`config.mk`:
```
export PLATFORM = sky130hd
export DESIGN_NAME = w_debounce
export DESIGN_NICKNAME = d
export VERILOG_FILES = /design/src/rtl/w_debounce_pkg.sv /design/src/rtl/w_debounce_sync2.sv /design/src/rtl/w_debounce.sv
export SDC_FILE = /design/constraint.sdc
export NUM_CORES = 1
export LEC_CHECK = 0
export BUFFER_PORTS_ARGS = -buffer_cell sky130_fd_sc_hd__buf_2
export CORE_MARGIN = 2
export CORE_UTILIZATION = 40
export CTS_CLUSTER_DIAMETER = 50
export CTS_CLUSTER_SIZE = 20
export DETAILED_ROUTE_END_ITERATION = 7
export GPL_TIMING_DRIVEN = 0
export PLACE_DENSITY = 0.6
export SLEW_MARGIN = 20
export SYNTH_ARGS = -nofsm -noshare
export SYNTH_HDL_FRONTEND = slang
export SYNTH_SLANG_ARGS = --single-unit
```
`constraint.sdc`:
```
create_clock -name clk -period 2.3 [get_ports clk]
set_clock_uncertainty 0.05 [all_clocks]
set_input_delay 0.46 -clock clk [delete_from_list [all_inputs] [get_ports clk]]
set_output_delay 0.46 -clock clk [all_outputs]
set_load 0.02 [all_outputs]
```
`src/rtl/w_debounce_pkg.sv`:
```
// Shared state encodings and a debug decode for the w_debounce input conditioner.
package w_debounce_pkg;

  typedef enum logic [1:0] {
    ST_LO      = 2'b00,
    ST_WAIT_HI = 2'b01,
    ST_HI      = 2'b11,
    ST_WAIT_LO = 2'b10
  } st_e;

  // Single-character state tag for trace printing in benches/debug viewers.
  function automatic byte st_char(input st_e st);
    case (st)
      ST_LO:      st_char = "L";
      ST_WAIT_HI: st_char = "R";
      ST_HI:      st_char = "H";
      ST_WAIT_LO: st_char = "F";
      default:    st_char = "?";
    endcase
  endfunction

endpackage

```
`src/rtl/w_debounce_sync2.sv`:
```
// Two-flop synchroniser for a raw asynchronous level; reusable for any raw input.
module sync2 (
  input  logic clk,
  input  logic rst,
  input  logic d,
  output logic q
);

  logic meta;

  always_ff @(posedge clk or posedge rst) begin
    if (rst) begin
      meta <= 1'b0;
      q    <= 1'b0;
    end else begin
      meta <= d;
      q    <= meta;
    end
  end

endmodule

```
`src/rtl/w_debounce.sv`:
```
// Debounces a raw switch level into a clean registered w plus one-cycle edge strobes.
module w_debounce
  import w_debounce_pkg::*;
#(
  parameter int CNT_W        = 16,
  parameter int DEBOUNCE_CYC = 50000
) (
  input  logic clk,
  input  logic rst,
  input  logic sw_in,
  output logic w,
  output logic w_rise,
  output logic w_fall
);

  if (DEBOUNCE_CYC < 1 || DEBOUNCE_CYC > (2**CNT_W) - 1) begin : g_bad_cfg
    $error("w_debounce: DEBOUNCE_CYC out of range for CNT_W");
  end

  localparam logic [CNT_W-1:0] CNT_LAST = CNT_W'(DEBOUNCE_CYC - 1);

  logic             s;
  st_e              state;
  logic [CNT_W-1:0] cnt;

  sync2 u_sync (
    .clk (clk),
    .rst (rst),
    .d   (sw_in),
    .q   (s)
  );

  // s is checked before the count in WAIT states so a toggle on the
  // completing edge aborts rather than commits.
  always_ff @(posedge clk or posedge rst) begin
    if (rst) begin
      state  <= ST_LO;
      cnt    <= '0;
      w      <= 1'b0;
      w_rise <= 1'b0;
      w_fall <= 1'b0;
    end else begin
      w_rise <= 1'b0;
      w_fall <= 1'b0;
      case (state)
        ST_LO: begin
          if (s) begin
            state <= ST_WAIT_HI;
            cnt   <= '0;
          end
        end
        ST_WAIT_HI: begin
          if (!s) begin
            state <= ST_LO;
            cnt   <= '0;
          end else if (cnt == CNT_LAST) begin
            state  <= ST_HI;
            w      <= 1'b1;
            w_rise <= 1'b1;
          end else begin
            cnt <= cnt + 1'b1;
          end
        end
        ST_HI: begin
          if (!s) begin
            state <= ST_WAIT_LO;
            cnt   <= '0;
          end
        end
        ST_WAIT_LO: begin
          if (s) begin
            state <= ST_HI;
            cnt   <= '0;
          end else if (cnt == CNT_LAST) begin
            state  <= ST_LO;
            w      <= 1'b0;
            w_fall <= 1'b1;
          end else begin
            cnt <= cnt + 1'b1;
          end
        end
        default: begin
          state <= ST_LO;
          cnt   <= '0;
          w     <= 1'b0;
        end
      endcase
    end
  end

endmodule
```
# --- Yosys cells after proc, flatten, opt, wreduce, memory -nomap -nowiden ---
# Cells that the tools add are included.
totals:
  wordCells: 48
  in_bits: 3
  register_bits: 23
  output_inout_bits: 3
classes:
  eq_ne: 12
  n_reduce_logical: 5
  n_mux: 23
  add_sub_neg: 1
op_table:
  columns: ["operator", "n"]
  rows:
  - ["$mux W16", 5]
  - ["$pmux W16 S4", 1]
  - ["$add A16 B1 Y16 const B", 1]
  - ["$eq A16 B16 Y1 const B", 1]
  - ["$mux W2", 6]
  - ["$mux W1", 9]
  - ["$ne A2 B2 Y1 const B", 4]
  - ["$pmux W2 S4", 1]
  - ["$reduce_and A5 Y1", 1]
  - ["$eq A2 B2 Y1 const B", 2]
  - ["$ne A2 B1 Y1 const B", 2]
  - ["$reduce_and A4 Y1", 1]
  - ["$ne A3 B2 Y1 const B", 1]
  - ["$ne A3 B3 Y1 const B", 1]
  - ["$eq A2 B1 Y1 const B", 1]
  - ["$logic_not A2 Y1", 1]
  - ["$pmux W1 S2", 1]
  - ["$reduce_and A2 Y1", 1]
  - ["$reduce_bool A2 Y1", 1]

# --- Longest topological paths before layout ---
logic_depth:
  word_depth: 4
  mapped_depth: 7

# --- Hierarchy ---
# Synthesis repeated with hierarchy kept, for this count alone.
unflattened:
  hier_cells: 137
  hier_area_um2: 1360.1
by_module_without_submodules:
  columns: ["module", "area_each_um2", "n_inst", "seq_area_each_um2", "cells_per_inst"]
  rows:
  - ["w_debounce", 1306.3, 1, 525.5, 134]
  - ["sync2", 53.8, 1, 50.0, 3]

# --- Worst setup path after synthesis ---
# OpenSTA, ideal clock, no wires.
synth_path:
  kind: "register to register"
  start: "register cnt[12]"
  end: "register state[1]"
  period_less_slack_ns: 2.001
  arrival_time_ns: 1.826
  setup_ns: 0.125
  stages_incl_launch_ff: 5
  t_required_ns: 2.125
  path_slack_ns: 0.299
  n_path_buf: 0
  cell_sequence: "dfrtp_1 -> or4b_4 -> nor4_4 -> o21ai_2 -> mux2_4"
synth_between:
  elab_chain_cells: 3
  elab_cells_between_ends: 4
  classes_between: "3 x eq/ne; 1 x reduce/logical"
synth_rtl:
  columns: ["item", "line", "rtl"]
  rows:
  - ["start, declared", "w_debounce.sv:24", "logic [CNT_W-1:0] cnt;"]
  - ["start signal, assigned", "w_debounce.sv:61", "cnt <= cnt + 1'b1;"]
  - ["start signal, assigned", "w_debounce.sv:79", "cnt <= cnt + 1'b1;"]
  - ["$eq A16 B16 Y1 (*)", "w_debounce.sv:56, w_debounce.sv:74", null]
  - ["$ne A3 B3 Y1 (no source line) / $ne A3 B2 Y1 (equally long branches)", null, null]
  - ["$reduce_and A4 Y1 (no source line) (*)", null, null]
  - ["end signal, assigned", "w_debounce.sv:54", "state <= ST_LO;"]
  - ["end signal, assigned", "w_debounce.sv:57", "state <= ST_HI;"]
  - ["end signal, assigned", "w_debounce.sv:75", "state <= ST_LO;"]
  - ["end, declared", "w_debounce.sv:23", "st_e state;"]
# Every way passes the cells marked *; elsewhere a longest branch is shown, timed or not.
# A chain may end at the register's enable or synchronous reset.

# --- Worst setup path after layout ---
layout_path:
  start: "register cnt[10]"
  end: "register state[1]"
# The elaborated chain is that of the path after synthesis.

==> metrics.txt <==
Site Rows 20; initial core utilization 41.7%; number of setup violations in the final report 0; Placement Setup Slack 0.134 ns; data required time at the worst endpoint 2.45 ns; Wirelength per Cell 12.4 um; worst relative slew slack 44.4%; Final nets 148; type of the worst setup path reg2reg; first-pass iteration count of the detailed router 4; TritonCTS sink count 23; Post-CTS Resized 0; Worst R2R Start cnt[10]; Synth Area per Inst 9.87 um^2; clock insertion delay at the later pin of the skew report 0.31 ns; antenna cells 0; total gr overflow 0; Worst Path Max Fanout 9; # H-tree levels 1; wire length of the first global-routing pass 4050 um; leading cell type in the layout, fill and taps excluded dfrtp_1; synthesized instance count 129; Fillers 313; Static Leakage 0.597 nW; buffers added on ports 5; r2r worst-path depth 5; Mapped Nets 137; commonest non-fill, non-tap cells in the layout dfrtp_1, nor2_1, nand2_1, xnor2_1, nor3_1; Register-to-Register Setup Slack 0.18 ns; total routing usage reported by global routing 14.7%; final weighted congestion in routability-driven placement 0.768; clock-pin slew on the worst setup and hold paths 0.12 ns; Hold WC Path Type in2reg; proportion of layout cells with a drive suffix above 1 14.4%; Worst Setup Slack, final 0.177 ns; final cell utilization of the core 45.5%; growth of design area from synthesis to finish 9.04%; post-place instance area 1350 um^2; peak ir drop on the vdd network 0.396 mV; share of synthesized area occupied by flip-flops and latches 45.2%; data arrival time of the critical path 2.27 ns; TritonCTS clock tree yes; hold buffers post-CTS 0; Critical Path Start Type flip-flop; total via count in the routed design 950; wire length after detailed routing 2270 um; worst hold path cell count 1; remaining number of nets flagged by the antenna check after routing 0; post-synthesis instance area 1270 um^2; Worst Hold Path EP u_sync.meta; HPWL Detailed 1690 um; routed vias/inst 5.19; Most used DFF post-synth dfrtp_1; Synth async-reset ratio 100%; warnings from Yosys 0; ratio of final minimum period to clock period 92.3%; Power per Cell Area 853 nW/um^2; longest individual stage delay on the worst path 0.60 ns; TritonCTS buffer count 3; worst-margin pin slew 0.834 ns; Post-synth EDFFs 0; Unique masters post-synth 37; sum of negative setup slack 0 ns; outcome completed; largest net degree at the start of global routing 24; sort of element at the end of the critical path flip-flop; clock tree buffer depth 2; Layout Cell Area excl Fill 1390 um^2; y dimension of the die 60.4 um; # IOs 6; initial drt markers 47; Slew Limit Fails 0; crit path cell chain or4b_1, nor4_4, buf_4, o21ai_2, mux2_4; total of flip-flops plus latches after synthesis 23; number of buffers added for setup after CTS 0; area of the die 3650 um^2; vias in the first global route 923; total core area 3050 um^2; R2R Path End state[1]; minimum clock period 2.12 ns; final hold violation count 0; max frequency 0.471 GHz; RSZ-0062 raised after global routing no; Die Width 60.4 um; Residual DRC 0; Worst path slowest cell or4b_1; number of antenna violations at the first check in global routing 0; maxcap violations 0; cell at the root of the clock tree clkbuf_4; startpoint of the lowest-slack hold path sw_in
layer usage:
| layer | up-vias | GRT usage, % | share of wire [%] |
|---|---|---|---|
| met5 | - | 0 | 0 |
| met1 | 463 | 20.4 | 50 |
| met3 | 2 | 4.05 | 3.2 |
| li1 | 474 | - | - |
| met4 | 0 | 4.97 | 0.44 |
| met2 | 11 | 22.2 | 47 |
cells by family (layout without fill, tap and decap cells):
group	after synthesis	in the layout	synth area share, %
muxes	9	9	7.86
and+or+nand+nor	62	62	27.7
adders and majority gates	5	5	4.91
AOI/OAI and AO/OA	13	13	6.09
buffers and inverters	9	19	2.75
xor gates and xnor gates	8	8	5.50
DFF	23	23	45.2
sequential cells by signal (all words and copies together) (netlist names):
signal	count
cnt	16
state	2
u_sync.meta	1
u_sync.q	1
w	1
w_fall	1
w_rise	1
critical path, delay by kind of cell (launching register included):
kind	cells	cell delay [ns]
muxes	1	0.32
AOI/OAI and AO/OA	1	0.09
buffers and inverters	1	0.21
and+or+nand+nor	2	0.91
DFF	1	0.45
power by group:
group / total, mW / leakage (nW) / switching [mW] / internal (mW)
sequential: 0.492 / 0.309 / 0.0427 / 0.449
combinational: 0.511 / 0.270 / 0.322 / 0.189
clock: 0.182 / 0.0177 / 0.117 / 0.0650
metrics by stage:
| stage | hold slack, ns | power [mW] | std cells |
|---|---|---|---|
| 3_3_place_gp | 0.285 | 0.996 | 178 |
| 4_1_cts | 0.180 | 1.21 | 182 |
| 6_report | 0.201 | 1.18 | 183 |
| 5_1_grt | 0.175 | 1.30 | 183 |
| 2_1_floorplan | 0.281 | 0.900 | 129 |
| 3_5_place_dp | 0.295 | 1.02 | 178 |
worst max path at each step:
stage / start / end / slack, ns / cells after the start
2_1_floorplan: cnt[12] / state[1] / 0.30 / 4
3_3_place_gp: cnt[12] / state[1] / 0.15 / 4
3_5_place_dp: cnt[12] / state[1] / 0.13 / 4
4_1_cts: cnt[12] / state[1] / 0.09 / 4
5_1_grt: state[0] / cnt[10] / 0.08 / 7
6_report: cnt[10] / state[1] / 0.18 / 5
final cells by class:
class | count | area (um^2) | area share [%]
repair buffers | 6 | 32.5 | 2.34
clock buffers | 3 | 22.5 | 1.62
flip-flops and latches | 23 | 576 | 41.4
multi-input cells | 97 | 663 | 47.7
well taps | 44 | 55.1 | 3.96
inverters | 6 | 22.5 | 1.62
clock inverters | 1 | 5.00 | 0.360
plain buffers | 3 | 12.5 | 0.901
synthesized netlist by cell type, drive strengths merged, types with 2 or more instances:
cell type / count / area share [%]
dfrtp: 23 / 45
nor2: 15 / 4.6
nand2: 11 / 3.2
xnor2: 8 / 5.5
mux2i: 7 / 5.8
nor3: 7 / 2.8
inv: 6 / 1.8
a21oi: 5 / 2.0
ha: 5 / 4.9
nand3: 5 / 2.0
nor4: 5 / 3.6
o21ai: 5 / 2.3
nand4: 4 / 2.0
nand2b: 3 / 1.5
clkbuf: 2 / 0.59
mux2: 2 / 2.1
or3: 2 / 0.98
or4b: 2 / 1.9
No activity file was read; power rests on OpenSTA's default activity.
